## config.mk

```make
export PLATFORM = sky130hd
export DESIGN_NAME = fft_frame_scheduler
export DESIGN_NICKNAME = d
export VERILOG_FILES = /design/src/rtl/audio_pkg.sv /design/src/rtl/frame_ring_buffer.sv /design/src/rtl/fft_frame_scheduler.sv
export SDC_FILE = /design/constraint.sdc
export NUM_CORES = 2
export LEC_CHECK = 0
export ABC_CLOCK_PERIOD_IN_PS = 6070
export BUFFER_PORTS_ARGS = -buffer_cell sky130_fd_sc_hd__buf_2
export CAP_MARGIN = 20
export CORE_ASPECT_RATIO = 0.5
export CORE_UTILIZATION = 55
export CTS_BUF_LIST = sky130_fd_sc_hd__clkbuf_8 sky130_fd_sc_hd__clkbuf_16
export CTS_CLUSTER_DIAMETER = 50
export DETAILED_ROUTE_END_ITERATION = 8
export PLACE_DENSITY = 0.72
export SLEW_MARGIN = 10
export SYNTH_ARGS = -nofsm -noshare
export SYNTH_HDL_FRONTEND = slang
export SYNTH_SLANG_ARGS = --single-unit
```

## constraint.sdc

```tcl
create_clock -name clk_in -period 6.07 [get_ports clk_in]
set_input_delay 0.3035 -clock clk_in [delete_from_list [all_inputs] [get_ports clk_in]]
set_output_delay 0.3035 -clock clk_in [all_outputs]
set_load 0.02 [all_outputs]
```

## src/rtl/audio_pkg.sv

```systemverilog
// Shared types and default sizing for the spectral path
// (frame scheduler, window and FFT).
package audio_pkg;

    typedef enum logic [1:0] {
        IDLE   = 2'd0,
        FILL   = 2'd1,
        STREAM = 2'd2,
        DRAIN  = 2'd3
    } sched_state_t;

    localparam int AUDIO_SAMPLE_WIDTH = 16;
    localparam int AUDIO_FRAME_LEN    = 256;
    localparam int AUDIO_HOP          = 128;

endpackage

```

## src/rtl/frame_ring_buffer.sv

```systemverilog
// Simple dual-port sample RAM: one write port and one registered read port
// with read enable, so the read data holds while the consumer stalls.
module frame_ring_buffer #(
    parameter int DEPTH = 256,
    parameter int WIDTH = 16
) (
    input  logic                     clk_in,
    input  logic                     rst_in,
    input  logic                     we_in,
    input  logic [$clog2(DEPTH)-1:0] waddr_in,
    input  logic [WIDTH-1:0]         wdata_in,
    input  logic                     re_in,
    input  logic [$clog2(DEPTH)-1:0] raddr_in,
    output logic [WIDTH-1:0]         rdata_out
);

    logic [WIDTH-1:0] mem [DEPTH];
    logic [WIDTH-1:0] rdata_q;

    always_ff @(posedge clk_in) begin
        if (we_in) begin
            mem[waddr_in] <= wdata_in;
        end
    end

    // Same-cycle write and read of one address returns the old word.
    always_ff @(posedge clk_in) begin
        if (rst_in) begin
            rdata_q <= '0;
        end else if (re_in) begin
            rdata_q <= mem[raddr_in];
        end
    end

    assign rdata_out = rdata_q;

endmodule

```

## src/rtl/fft_frame_scheduler.sv

```systemverilog
// Buffers decimated samples in a ring and, every HOP new samples, streams one
// overlapping FRAME_LEN-sample frame (oldest first) to the window/FFT stage.
module fft_frame_scheduler
    import audio_pkg::*;
#(
    parameter int SAMPLE_WIDTH = AUDIO_SAMPLE_WIDTH,
    parameter int FRAME_LEN    = AUDIO_FRAME_LEN,
    parameter int HOP          = AUDIO_HOP
) (
    input  logic                           clk_in,
    input  logic                           rst_in,
    input  logic                           enable_in,
    input  logic signed [SAMPLE_WIDTH-1:0] sample_in,
    input  logic                           sample_valid_in,
    output logic signed [SAMPLE_WIDTH-1:0] frame_out_data,
    output logic [$clog2(FRAME_LEN)-1:0]   frame_out_index,
    output logic                           frame_out_valid,
    input  logic                           frame_out_ready,
    output logic                           frame_out_last,
    output logic                           frame_start_out,
    output logic                           busy_out,
    output logic                           overrun_out,
    output logic [15:0]                    frames_done_out,
    output sched_state_t                   state_out
);

    localparam int AW = $clog2(FRAME_LEN);
    localparam int CW = AW + 1;
    localparam int HW = $clog2(2 * HOP) + 1;
    localparam logic [CW-1:0] FULL    = CW'(FRAME_LEN);
    localparam logic [CW-1:0] LAST_RD = CW'(FRAME_LEN - 1);
    localparam logic [HW-1:0] HOP_V   = HW'(HOP);
    localparam logic [HW-1:0] HOP_MAX = HW'(2 * HOP);

    sched_state_t  state_q, state_d;
    logic [AW-1:0] wr_ptr_q, wr_ptr_d, base_q, base_d, index_q, index_d;
    logic [CW-1:0] fill_q, fill_d, rd_idx_q, rd_idx_d;
    logic [CW-1:0] hs_cnt_q, hs_cnt_d, wr_cnt_q, wr_cnt_d;
    logic [HW-1:0] hop_q, hop_d;
    logic          valid_q, valid_d, last_q, last_d, start_q, start_d;
    logic          overrun_q, overrun_d;
    logic [15:0]   done_q, done_d;

    logic                    we, trigger, hs, hs_last, rd_en, capture, hop_inc;
    logic [AW-1:0]           rd_addr;
    logic [CW:0]             wr_next, hs_now;
    logic [SAMPLE_WIDTH-1:0] rd_data;

    // Stream handshake: a beat transfers on a cycle where frame_out_valid and
    // frame_out_ready are both high; while valid is high without ready, data,
    // index and last hold, and valid only falls after a transfer.
    assign we      = sample_valid_in && (state_q != IDLE);
    assign trigger = (fill_q == FULL) && (hop_q >= HOP_V);
    assign hs      = valid_q && frame_out_ready;
    assign hs_last = hs && last_q;
    assign rd_en   = (state_q == STREAM) && (rd_idx_q != FULL) && (!valid_q || frame_out_ready);
    assign rd_addr = base_q + rd_idx_q[AW-1:0];
    // Samples arriving before the ring is full belong to the first frame, so
    // they may only bank a single hop.
    assign hop_inc = we && ((fill_q == FULL) || (hop_q < HOP_V));
    assign wr_next = {1'b0, wr_cnt_q} + (CW+1)'(1);
    assign hs_now  = {1'b0, hs_cnt_q} + {{CW{1'b0}}, hs};

    frame_ring_buffer #(
        .DEPTH (FRAME_LEN),
        .WIDTH (SAMPLE_WIDTH)
    ) u_ring (
        .clk_in    (clk_in),
        .rst_in    (rst_in),
        .we_in     (we),
        .waddr_in  (wr_ptr_q),
        .wdata_in  (sample_in),
        .re_in     (rd_en),
        .raddr_in  (rd_addr),
        .rdata_out (rd_data)
    );

    always_comb begin
        state_d   = state_q;
        wr_ptr_d  = wr_ptr_q;
        base_d    = base_q;
        index_d   = index_q;
        fill_d    = fill_q;
        rd_idx_d  = rd_idx_q;
        hs_cnt_d  = hs_cnt_q;
        wr_cnt_d  = wr_cnt_q;
        hop_d     = hop_q;
        valid_d   = valid_q;
        last_d    = last_q;
        start_d   = 1'b0;
        overrun_d = overrun_q;
        done_d    = done_q;
        capture   = 1'b0;

        if (rd_en) begin
            valid_d  = 1'b1;
            index_d  = rd_idx_q[AW-1:0];
            last_d   = (rd_idx_q == LAST_RD);
            rd_idx_d = rd_idx_q + CW'(1);
        end else if (hs) begin
            valid_d = 1'b0;
            last_d  = 1'b0;
        end
        if (hs) begin
            hs_cnt_d = hs_cnt_q + CW'(1);
        end
        if (hs_last) begin
            done_d = done_q + 16'd1;
        end

        if (we) begin
            wr_ptr_d = wr_ptr_q + AW'(1);
        end
        if (we && (fill_q != FULL)) begin
            fill_d = fill_q + CW'(1);
        end
        if (we && (state_q == STREAM)) begin
            if (wr_cnt_q != FULL) begin
                wr_cnt_d = wr_cnt_q + CW'(1);
            end
            if (wr_next > hs_now) begin
                overrun_d = 1'b1;
            end
        end

        unique case (state_q)
            IDLE: begin
                if (enable_in) state_d = FILL;
            end
            FILL: begin
                if (!enable_in)   state_d = IDLE;
                else if (trigger) capture = 1'b1;
            end
            STREAM: begin
                if (hs_last) begin
                    if (!enable_in)   state_d = DRAIN;
                    else if (trigger) capture = 1'b1;
                    else              state_d = FILL;
                end
            end
            DRAIN: begin
                state_d = IDLE;
            end
            default: state_d = IDLE;
        endcase

        if (capture) begin
            state_d  = STREAM;
            base_d   = wr_ptr_q;
            start_d  = 1'b1;
            rd_idx_d = '0;
            hs_cnt_d = '0;
            wr_cnt_d = we ? CW'(1) : '0;
            // A write on the trigger cycle lands on the new frame's oldest slot
            // before it has been read.
            if (we) overrun_d = 1'b1;
            hop_d = hop_q - HOP_V + HW'(hop_inc);
        end else if (hop_inc) begin
            if (hop_q == HOP_MAX) overrun_d = 1'b1;
            else                  hop_d = hop_q + HW'(1);
        end

        if ((state_d == IDLE) || (state_d == DRAIN)) begin
            fill_d = '0;
            hop_d  = '0;
        end
    end

    always_ff @(posedge clk_in) begin
        if (rst_in) begin
            state_q   <= IDLE;
            wr_ptr_q  <= '0;
            base_q    <= '0;
            index_q   <= '0;
            fill_q    <= '0;
            rd_idx_q  <= '0;
            hs_cnt_q  <= '0;
            wr_cnt_q  <= '0;
            hop_q     <= '0;
            valid_q   <= 1'b0;
            last_q    <= 1'b0;
            start_q   <= 1'b0;
            overrun_q <= 1'b0;
            done_q    <= '0;
        end else begin
            state_q   <= state_d;
            wr_ptr_q  <= wr_ptr_d;
            base_q    <= base_d;
            index_q   <= index_d;
            fill_q    <= fill_d;
            rd_idx_q  <= rd_idx_d;
            hs_cnt_q  <= hs_cnt_d;
            wr_cnt_q  <= wr_cnt_d;
            hop_q     <= hop_d;
            valid_q   <= valid_d;
            last_q    <= last_d;
            start_q   <= start_d;
            overrun_q <= overrun_d;
            done_q    <= done_d;
        end
    end

    assign frame_out_data  = rd_data;
    assign frame_out_index = index_q;
    assign frame_out_valid = valid_q;
    assign frame_out_last  = last_q;
    assign frame_start_out = start_q;
    assign busy_out        = (state_q == STREAM);
    assign overrun_out     = overrun_q;
    assign frames_done_out = done_q;
    assign state_out       = state_q;

endmodule

```

Word level (Yosys, flattened, before mapping):

Memory sizes are Yosys's and may differ from the RTL's. A register that Yosys moved wholly into a read port is not among the register bits.
Cells that the tools add are included.

* latch bits: 0
* logic and storage cells: 95
* memories: 1
* output and inout bits: 47
* bits in registers: 91
* ROM bits: 0
* bits of input ports: 21
* memory bits (writable): 4096

Memories
* u_ring.mem: depth 256, width 16, rd ports 1, clocked after Yosys merged registers in 1, wr ports 1, RTL line frame_ring_buffer.sv:17 `logic [WIDTH-1:0] mem [DEPTH];`

* reductions and logical operators: 24
* eq/ne operators: 11
* bitwise logic cells: 0
* div/mod/pow operators: 0
* mux-type cells: 30
* $lt $le $gt $ge: 3
* shift-type cells: 0
* $add $sub $neg: 12
* multiply operators: 0

Operator list (number)
* 2-to-1 mux 9 bit: 6
* adder 9 x 1 -> 9 bit (second input constant): 5
* inequality test 9 bit (second input constant): 3
* equality test 9 bit (second input constant): 2
* adder 16 x 1 -> 16 bit (second input constant): 1
* 2-to-1 mux 1 bit: 16
* 2-to-1 mux 2 bit: 6
* adder 9 x 1 -> 10 bit: 1
* adder 9 x 1 -> 10 bit (second input constant): 1
* greater-than comparator 10 bit: 1
* nonzero test 2 bit: 5
* adder 9 x 1 -> 9 bit: 1
* equality test 9 x 8 -> 1 bit (second input constant): 1
* greater-or-equal comparator 9 x 8 -> 1 bit (second input constant): 1
* logical AND 1 bit: 9
* less-than comparator 9 x 8 -> 1 bit (second input constant): 1
* subtractor 9 x 8 -> 9 bit (second input constant): 1
* adder 8 x 1 -> 8 bit (second input constant): 1
* adder 8 bit: 1
* case mux 2 bit (4 select lines): 1
* equality test 2 bit (second input constant): 3
* logical NOT 2 bit: 2
* AND reduction 2 bit: 2
* OR reduction 2 bit: 2
* 5 further kinds: 7

Logic depth before layout (Yosys ltp):

* depth after elaboration: 10
* gate-level depth with buffers: 15
* gate-level depth less buffers: 14

Cells and area by module:

From an unflattened synthesis, not the netlist that was laid out.

* cells, all modules: 8167
* area total of the unflattened synthesis: 163878.4 sq um

Modules (own cells, without submodules)
* frame_ring_buffer: instances 1, cells each 7586, area an instance 158948.7 sq um, sequential area each 123318.3 sq um
* fft_frame_scheduler: instances 1, cells each 581, area an instance 4929.7 sq um, sequential area each 1821.7 sq um

Least setup slack after synthesis:

OpenSTA, ideal clock, no wires.

* path type: register -> register
* start: register rd_idx_q[0]
* end: register u_ring.rdata_q[3], in the netlist u_ring.rdata_out[3] (read register of u_ring.mem)
* path slack: 2704 ps
* clock period less this slack: 3366 ps
* path buffers: 4
* required time: 5940 ps
* arrival: 3236 ps
* library setup time: 130 ps
* cell stages (with the launch flop): 13
* cells stage by stage: dfxtp_1 ha_1 fa_1 buf_6 buf_6 buf_2 buf_2 mux4_2 mux4_1 mux2i_1 nand2_1 a2111oi_2 nor3_1

* word-level cells in the longest chain between the ends: 3
* elaborated cells on any way between the ends: 4
* those cells by class: add/sub: 1; eq/ne: 1; reduce/logical: 2

Ends and longest elaborated chain
* from (decl): RTL line fft_frame_scheduler.sv:37 `logic [CW-1:0] fill_q, fill_d, rd_idx_q, rd_idx_d;`
* from (signal assigned): RTL line fft_frame_scheduler.sv:191 `rd_idx_q <= rd_idx_d;`
* parallel branches: the longest is 3 deep, another holds adder 8 bit
* to (decl): RTL line frame_ring_buffer.sv:18 `logic [WIDTH-1:0] rdata_q;`

Parallel ways; which one is timed is not known.
A chain may end at the register's enable or synchronous reset.

Worst setup path after layout:

* start: register rd_idx_q[0]
* end: register u_ring.rdata_q[10], in the netlist u_ring.rdata_out[10] (read register of u_ring.mem)

The elaborated chain is that of the path after synthesis.

==> out/summary.log <==
[sta] max-slew violation count 0
[sta] max-slew headroom at the worst pin 0.124
[outcome] run status finished clean
[global_routing] GRT overflow 0
[power] static leakage 55.5 nW
[floorplanning] Vert. Die Dim 387 um
[logic_synthesis] average size of a mapped cell 21.6 um2
[logic_synthesis] async set or reset register ratio after synthesis 0
[logic_synthesis] Net Count, Synth 7616
[sta] setup repair after global routing missed its margin false
[place] dpl hpwl 236 mm
[clocking] hold_buf cts 20
[route] wire length after detailed routing 415 mm
[logic_synthesis] list of most frequent post-synthesis cells sky130_fd_sc_hd__edfxtp_1 (4096), sky130_fd_sc_hd__mux4_2 (1079), sky130_fd_sc_hd__nor2_1 (383)
[clocking] CTS Buffer Depth 4
[route] vias after detailed routing 81400
[sta] peak clock frequency supported by timing 186 MHz
[worst_setup_path] cell breakdown of the critical path ha_4 > fa_4 > a211oi_2 > o21a_1 > nor2_4 > nand2_1 > o22ai_1 > o21ai_0 > o221ai_1 > nor4_2
[sta] clock skew after layout 0.0612 ns
[logic_synthesis] count of different cell masters after synthesis 65
[route] Routed Antenna Nets 0
[cells_and_area] net count of the finished layout 8041
[cells_and_area] non-filler instance count after layout 12200
[sta] minimum clock period 5.39 ns
[route] first-iteration detailed-routing DRC count 13200
[sta] Hold Vio Cnt, Final 0
[clocking] buffers inserted by post-CTS timing repair 0
[worst_setup_path] type of origin of the critical path register
[clocking] number of clock buffers inserted by TritonCTS 360
[clocking] number of gates resized after CTS 0
[sta] setup total negative slack 0 ns
[worst_setup_path] critical path data required time 6.89 ns
[run] count of maximum capacitance violations 0
[place] RD Place Congestion 0.863
[worst_setup_path] delay-heaviest family, CP compound AO/OA/AOI/OAI gates
[logic_synthesis] gate count after technology mapping 7555
[logic_synthesis] Cell Area, Synth 0.163 mm2
[global_routing] GRT Resource Usage Total 0.275
[cells_and_area] Synth-to-Final Area Change 11.6%
[worst_setup_path] Worst path slowest cell sky130_fd_sc_hd__o21ai_0
[route] TritonRoute pass-1 iters 8
[power] power per cell area 304 mW/mm2
[clocking] number of levels in the clock H-tree 5
[sta] final worst slack 0.683 ns
[worst_setup_path] critical path type reg2reg
[cells_and_area] area occupied by registers 0.125 mm2
[logic_synthesis] Post-synth EDFFs 4096
[worst_setup_path] type of element capturing the critical path register
[sta] final-layout worst hold slack 0.0827 ns
[worst_setup_path] crit-path max cell delay 1.04 ns
[logic_synthesis] count leader, synth sky130_fd_sc_hd__edfxtp_1
[clocking] clock tree from TritonCTS done
[place] cell total after placement 11500
[floorplanning] I/O pin cnt 68
[place] worst slack, placed 0.977 ns
[clocking] CTS clk-pin slew, worst paths 0.07 ns
[logic_synthesis] cell type with the highest aggregate area in the netlist sky130_fd_sc_hd__edfxtp_1
[sta] final setup violation count 0
[min_path] worst hold path class in2reg
[logic_synthesis] Synth top area share 0.754
[clocking] clock root buffer master sky130_fd_sc_hd__clkbuf_16
[worst_setup_path] Data arrival, critical path 6.21 ns
[clocking] clock latency reported for the late side of the worst-skew pair 0.92 ns
[route] DRC violation count after routing 0
[place] Port Buf Inserts 67
[cells_and_area] layout cells sized above 1 0.273
[clocking] clock sink count 4203
[floorplanning] Initial Utilization 0.557
[logic_synthesis] Area contributors post-synth sky130_fd_sc_hd__edfxtp_1 (75%), sky130_fd_sc_hd__mux4_2 (15%), sky130_fd_sc_hd__dfxtp_1 (1.3%), sky130_fd_sc_hd__mux2i_1 (1.1%), sky130_fd_sc_hd__nor2_1 (0.88%)
[cells_and_area] Layout fillers 19300
[sta] actual slew at the worst max-slew pin 1.31 ns
[floorplanning] # rows 140
[worst_setup_path] Critical path buffers and inverters 0
[global_routing] initial antenna violation count 14
[sta] portion of the clock cycle consumed by the worst path in the final layout 0.888
[logic_synthesis] number of synthesis warnings 0
[floorplanning] Total Die Area 0.299 mm2
[cells_and_area] area of the multi-input gates 0.0360 mm2
[worst_setup_path] maximum fanout along the worst path 19
[route] drt wl/cell 34.1 um
[power] worst IR drop on VDD 0.244 mV
[floorplanning] core area 0.293 mm2
[logic_synthesis] Post-synth top flop sky130_fd_sc_hd__edfxtp_1
[global_routing] first-pass GRT wire length 585 mm
[route] detail-routed via count per cell 6.69
[global_routing] vias in the first global route 79400
[logic_synthesis] sequential share of the synthesized area 0.767
[logic_synthesis] count of state elements after synthesis 4203
[floorplanning] die width 772 um
[global_routing] pin count of the biggest net entering global routing 193
layout by cell type (no fill, tap or decap), types with 38 or more instances in the layout:
master and n:
sky130_fd_sc_hd__edfxtp_1 4096, sky130_fd_sc_hd__mux4_2 1079, sky130_fd_sc_hd__nand2_1 380, sky130_fd_sc_hd__clkbuf_16 371, sky130_fd_sc_hd__buf_4 352, sky130_fd_sc_hd__nor2_1 317, sky130_fd_sc_hd__mux2i_1 187, sky130_fd_sc_hd__dfxtp_1 107
sky130_fd_sc_hd__nand3_1 101, sky130_fd_sc_hd__inv_1 93, sky130_fd_sc_hd__a32oi_1 91, sky130_fd_sc_hd__clkinv_2 72, sky130_fd_sc_hd__nor2_2 64, sky130_fd_sc_hd__clkinv_1 62, sky130_fd_sc_hd__mux2_2 61, sky130_fd_sc_hd__a21oi_1 57
sky130_fd_sc_hd__buf_2 50, sky130_fd_sc_hd__o22ai_1 46, sky130_fd_sc_hd__o21ai_0 45, sky130_fd_sc_hd__buf_12 43, sky130_fd_sc_hd__xor2_1 40, sky130_fd_sc_hd__ha_1 38
flip-flops by register name (all words and copies together), names as in the netlist, 2 cells and up:
name and cells:
rd_idx_q 9, frames_done_out 16, frame_out_index 8, wr_cnt_q 9, hop_q 9, fill_q 9, state_out 2, u_ring.mem 4096
wr_ptr_q 8, u_ring.rdata_out 16, hs_cnt_q 9, base_q 8
logic make-up (layout without fill, tap and decap cells):
| group | after synthesis | count (layout) | synth area share |
|---|---|---|---|
| compound gates | 389 | 389 | 0.0167 |
| xor+xnor | 72 | 72 | 0.00391 |
| fa+ha+maj | 40 | 40 | 0.00311 |
| buf+inv | 459 | 1167 | 0.0142 |
| flops | 4203 | 4203 | 0.767 |
| mux | 1336 | 1336 | 0.166 |
| other cells | 0 | 7 | 0 |
| simple gates | 1056 | 1056 | 0.0288 |
layer usage:
layer | track usage | up-vias | wire length (um)
met3 | 0.0759 | 736 | 51100
met2 | 0.410 | 5107 | 189000
met1 | 0.403 | 43300 | 160000
li1 | - | 32300 | -
met4 | 0.0858 | 4 | 14200
met5 | 0 | - | 27
report_power, final:
part	total (mW)	switching [mW]	internal, mW
logic	0.629	0.565	0.0641
registers	31.8	0.00393	31.8
clock network	22.8	10.4	12.4
layout make-up:
class                      instances  share of cell area
antenna                            7           0.0000962
clock buffer                     379              0.0516
clock inverter                   266              0.0112
inverter                          24            0.000495
multi-input combinational       2893               0.198
sequential                      4203               0.688
tap                             3905              0.0268
timing repair buffer             498              0.0245
metrics by stage:
stage / total power, mW / utilization / area [um2]
final: 55.2 / 0.621 / 182000
after global routing: 56.5 / 0.621 / 182000
after CTS: 55.4 / 0.621 / 182000
after detailed placement: 33.1 / 0.581 / 170000
after global placement: 33.0 / 0.580 / 170000
after floorplan: 32.5 / - / 163000
worst register-to-register path: cells and delay by family (launching register included):
kind | cells | cell delay [ns]
compound gates | 5 | 2.97
simple gates | 3 | 1.26
flops | 1 | 0.39
fa+ha+maj | 2 | 0.71
worst paths after layout:
check	startpoint	to	slack [ns]	cells after the start
setup / recovery	rd_idx_q[0]	u_ring.rdata_out[10]	0.68	10
hold / removal	sample_valid_in	wr_ptr_q[2]	0.08	5
setup reg to reg	rd_idx_q[0]	u_ring.rdata_out[10]	0.68	10
hold reg to reg	frame_out_index[7]	frame_out_index[7]	0.45	2
(Power assumes the default switching activity.)
